**src/rtl/dzcpu_useq.sv**
```systemverilog
// dzcpu microcode sequencer: owns the uPC, decodes the flow field of each
// micro-op and emits PC-increment, flag-update, retire and trap strobes.
module dzcpu_useq #(
  parameter int         UOP_W  = 13,
  parameter logic [4:0] JCB_OP = 5'd10
) (
  input  logic             iClock,
  input  logic             iReset,
  input  logic [7:0]       iMop,
  input  logic [7:0]       iLutIdx,
  input  logic [7:0]       iCbLutIdx,
  input  logic [UOP_W-1:0] iUop,
  input  logic             iZflag,
  input  logic             iStall,
  output logic [7:0]       oUopAddr,
  output logic             oUopValid,
  output logic             oPcInc,
  output logic             oFlagsUpdate,
  output logic             oCbPrefix,
  output logic             oRetired,
  output logic             oTrap,
  output logic [15:0]      oRetireCnt
);

  localparam logic [1:0] S_DISPATCH = 2'd0;
  localparam logic [1:0] S_EXEC     = 2'd1;
  localparam logic [1:0] S_TRAP     = 2'd2;

  logic [1:0]  state_q, state_d;
  logic [7:0]  upc_q, upc_d;
  logic        cb_q, cb_d;
  logic [15:0] cnt_q, cnt_d;

  logic        valid_c, pc_inc_c, fu_c, ret_c, adv_c;
  logic [3:0]  flow;
  logic        is_jcb;

  // The opcode byte and operand field are consumed by the LUTs and datapath.
  logic        unused_ok;
  assign unused_ok = ^{iMop, iUop[3:0]};

  assign flow   = iUop[12:9];
  assign is_jcb = (iUop[8:4] == JCB_OP);

  always_comb begin
    state_d  = state_q;
    upc_d    = upc_q;
    cb_d     = cb_q;
    cnt_d    = cnt_q;
    valid_c  = 1'b0;
    pc_inc_c = 1'b0;
    fu_c     = 1'b0;
    ret_c    = 1'b0;
    adv_c    = 1'b0;

    case (state_q)
      S_DISPATCH: begin
        upc_d   = iLutIdx;
        cb_d    = 1'b0;
        state_d = S_EXEC;
      end
      S_EXEC: begin
        valid_c = 1'b1;
        case (flow)
          4'd0, 4'd9: adv_c = 1'b1;
          4'd1: begin pc_inc_c = 1'b1; adv_c = 1'b1; end
          4'd2: ret_c = 1'b1;
          4'd3: begin pc_inc_c = 1'b1; ret_c = 1'b1; end
          4'd4: begin fu_c = 1'b1; ret_c = 1'b1; end
          4'd5: begin pc_inc_c = 1'b1; fu_c = 1'b1; ret_c = 1'b1; end
          4'd6: begin pc_inc_c = 1'b1; ret_c = iZflag;  adv_c = ~iZflag; end
          4'd7: begin pc_inc_c = 1'b1; ret_c = ~iZflag; adv_c = iZflag;  end
          4'd8: begin fu_c = 1'b1; adv_c = 1'b1; end
          default: begin
            valid_c = 1'b0;
            state_d = S_TRAP;
          end
        endcase

        if (ret_c) begin
          cnt_d   = cnt_q + 16'd1;
          state_d = S_DISPATCH;
        end else if (adv_c) begin
          if (is_jcb) begin
            upc_d = iCbLutIdx;
            cb_d  = 1'b1;
          end else if (upc_q == 8'hFF) begin
            // uPC never wraps to 0; running off the ROM end is fatal.
            state_d = S_TRAP;
          end else begin
            upc_d = upc_q + 8'd1;
          end
        end
      end
      S_TRAP: ;
      default: state_d = S_TRAP;
    endcase

    if (iStall) begin
      state_d  = state_q;
      upc_d    = upc_q;
      cb_d     = cb_q;
      cnt_d    = cnt_q;
      valid_c  = 1'b0;
      pc_inc_c = 1'b0;
      fu_c     = 1'b0;
      ret_c    = 1'b0;
    end
  end

  always_ff @(posedge iClock or negedge iReset) begin
    if (!iReset) begin
      state_q <= S_DISPATCH;
      upc_q   <= 8'd0;
      cb_q    <= 1'b0;
      cnt_q   <= 16'd0;
    end else begin
      state_q <= state_d;
      upc_q   <= upc_d;
      cb_q    <= cb_d;
      cnt_q   <= cnt_d;
    end
  end

  assign oUopAddr     = upc_q;
  assign oUopValid    = valid_c;
  assign oPcInc       = pc_inc_c;
  assign oFlagsUpdate = fu_c;
  assign oRetired     = ret_c;
  assign oCbPrefix    = cb_q;
  assign oTrap        = (state_q == S_TRAP);
  assign oRetireCnt   = cnt_q;

endmodule

```
**config.mk**
```make
export PLATFORM = sky130hd
export DESIGN_NAME = dzcpu_useq
export DESIGN_NICKNAME = d
export VERILOG_FILES = /design/src/rtl/dzcpu_useq.sv
export SDC_FILE = /design/constraint.sdc
export NUM_CORES = 1
export LEC_CHECK = 0
export ABC_AREA = 1
export CORE_MARGIN = 3
export CORE_UTILIZATION = 48
export DETAILED_ROUTE_END_ITERATION = 12
export PLACE_DENSITY = 0.83
export SYNTH_ARGS = -nofsm -noshare
export SYNTH_HDL_FRONTEND = slang
export SYNTH_SLANG_ARGS = --single-unit
export TNS_END_PERCENT = 50
```
**constraint.sdc**
```tcl
create_clock -name iClock -period 3.4 [get_ports iClock]
set_input_delay 0.85 -clock iClock [delete_from_list [all_inputs] [get_ports iClock]]
set_output_delay 0.85 -clock iClock [all_outputs]
set_load 0.02 [all_outputs]
```
==> results.md <==
* Final Hold Fails at 0
* First-pass GRT wire length at between 8000 and 9000 um
* R2r endpoint: oUopAddr[2]
* Slowest cell delay on critical path at 610 ps
* Synth Instances at ~270
* VDD IR-drop max at roughly 0.00023 V
* Pint at ~0.00044 W
* H-tree Lvls at 1
* Reg2reg start: state_q[0]
* Clock power share at 0.324
* Mean routed wirelength per cell at roughly 12 um
* Worst hold path startpoint: oCbPrefix
* Gate power share at 0.114
* Max-slew violations at 0
* Crit-path cells: clkdlybuf4s50_1 -> nor2_2 -> nand2_1 -> nand3_2 -> nand2_2 -> nor2_4 -> clkdlybuf4s50_1
* Synth Area in Compound Gates at 0.0439
* Worst-path clk slew at 80 ps
* Finished Layout Cells at 380
* Simple-Gate Fraction of Synth Area at 0.414
* CTS tree: yes
* Site Rows at 22
* Crit start category: primary input
* Vias per cell at 4.97
* GP Congestion at slightly below 0.9
* Placed cell area at between 2000 and 3000 um2
* TritonCTS Buffers at 3
* Mux contribution to synthesized area at 0
* Die Wd at ~70 um
* Slew @ Worst Pin at between 700 and 800 ps
* Most common cell on crit path: clkdlybuf4s50_1
* Switching part of the total at 0.227
* Largest family of logic cells by synthesized area: simple AND/OR/NAND/NOR gates
* Largest net degree at the start of global routing at 28
* Total track usage at 0.206
* Syn Area/Cell at 7.05 um2
* Routed Wire Length at about 4700 um
* Unrepaired setup endpoints after global routing: false
* Die area at 4770 um2
* Crit end category: primary output
* Slowest-stage cell, CP: clkdlybuf4s50_1
* Critical Path Start: iUop[9]
* Setup TNS at 0 ps
* # Post-CTS Setup Buffers at 0
* Commonest cells after routing, fill and taps aside: nand2_1, clkdlybuf4s50_1, inv_1
* Flops & latches, synth at 27
* Die Y-Extent at approximately 70 um
* Yosys Warn Count at 0
* Switching power at roughly 0.00013 W
* Mapped Nets at approximately 310
* Yosys cell types at 31
* DRT Pass-1 Iters at 4
* Clock skew at ~8.5 ps
* Power Total at about 0.00057 W
* Placed cell count at about 380
* Sequential Power Share at 0.562
* FF-to-FF setup slack at 1550 ps
* Final Setup Violations at 0
* Hold crit path type: reg2reg
* CP max FO at 4
* DR DRC count at 0
* I/O Buffers at 58
* Tmin final at 3260 ps
* Vias in the first global route at around 1800
* Fin area at 2590 um2
* Worst Reg-to-Reg Cells at 7
* Drt initial violations at 95
* Initial antenna violation count at 0
* # nets final at ~380
* Hpwl dp at around 3600 um
* Antenna fix cells at 0
* Syn Std Cell Area at about 1900 um2
* Commonest non-fill, non-tap cell in the layout: nand2_1
* Area Overhead vs Synth at 35.7%
* Proportion of layout cells with a drive suffix above 1 at 0.0994
* Max Cap Viol at 0
* Critical Path AT at about 2400 ps
* Pwr Density at roughly 220 nW/um2
* Leakage power at ~1.3 nW
* Post-Synth Adder-Cell Area at 0.0131
* Synth Area in XOR/XNOR at 0.0851
* Core Util, Final at 0.693
* Status: finished, final reports clean
* Hold Path Depth at 2
* Period utilisation layout at 0.960
* Clk root buf: clkbuf_8
* WHS Endpoint: oCbPrefix
* Seq/Total Area, Yosys at 0.354
* CTS max path bufs at 2
* Clock sinks at 27
* Grt ovf at 0
* Via count at between 1500 and 2000
* Starting Density at 0.510
* Achievable frequency at between 0.3 and 0.4 GHz
* CP Class: in2out
* IO Pins at 71
* CP required at 2550 ps
* Core area at around 3700 um2
* Max transition margin at 0.476
* Insertion delay to the later sink of the worst-skew pair at between 200 and 300 ps
* Post-route ant nets at 0
[final cells by class]
type | count | area (um2)
clock buffers | 4 | 45.0
fillers | 350 | 1150
inverters | 37 | 141
multi-input cells | 203 | 1060
flip-flops and latches | 27 | 676
well taps | 48 | 60.1
repair buffers | 61 | 606
[registers in the layout, summed over array words and instances (netlist names)]
name	flops
state_q	2
oRetireCnt	16
oUopAddr	8
oCbPrefix	1
[kinds of logic after synthesis]
kind of cell | after synthesis
AO/OA/AOI/OAI | 15
XOR/XNOR | 16
adder cells (fa/ha/maj) | 2
buffers and inverters | 41
flip-flops | 27
AND/OR/NAND/NOR | 170
[worst max path at each step]
stage               end
2_1_floorplan    oPcInc
3_3_place_gp   oRetired
3_5_place_dp   oRetired
4_1_cts        oRetired
5_1_grt        oRetired
6_report       oRetired
[worst max-delay path, delay by kind of cell]
kind	cells	cell delay, ps
and+or+nand+nor	5	460
buffers and inverters	2	1100
[stage by stage]
stage | setup WS [ps] | hold slack, ps
2_1_floorplan | 931 | 530
3_3_place_gp | 98.0 | 505
3_5_place_dp | 74.1 | 513
4_1_cts | 78.0 | 527
5_1_grt | 55.1 | 539
6_report | 135 | 526
[power by group through the flow]
stage / Clock, W / Combinational [W] / Sequential (W)
after floorplan: 0 / 0.0000179 / 0.000329
after global placement: 0 / 0.0000642 / 0.000328
after detailed placement: 0 / 0.0000651 / 0.000328
after CTS: 0.000195 / 0.0000656 / 0.000322
after global routing: 0.000208 / 0.0000727 / 0.000322
final: 0.000186 / 0.0000655 / 0.000322
[synthesized netlist by cell type, drive strengths merged]
cell type / count / area, um2
o21ai: 10 / 50.0
dfrtp: 27 / 676
ha: 2 / 25.0
nand3b: 2 / 15.0
nor4: 2 / 12.5
nor2: 22 / 100
inv: 37 / 141
xnor2: 5 / 66.3
a21oi: 2 / 10.0
o211ai: 1 / 7.51
nor3b: 1 / 7.51
nand2: 105 / 414
xor2: 11 / 96.3
buf: 4 / 31.3
nand3: 26 / 163
nor3: 9 / 60.1
nand4: 3 / 18.8
a211oi: 1 / 7.51
a32oi: 1 / 8.76
[timing repair]
action,4_1_cts,5_1_grt
resized for setup,0,2
hold buffers,0,0
endpoints found under the setup margin,0,2
[layer usage]
layer | global-route usage | share of wire | up-vias
met4 | 0.0499 | 0.014 | 0
li1 | - | - | 968
met5 | 0 | 0 | -
met1 | 0.281 | 0.45 | 875
met3 | 0.0452 | 0.043 | 7
met2 | 0.335 | 0.49 | 40
Power figures use the tool's default switching activity.
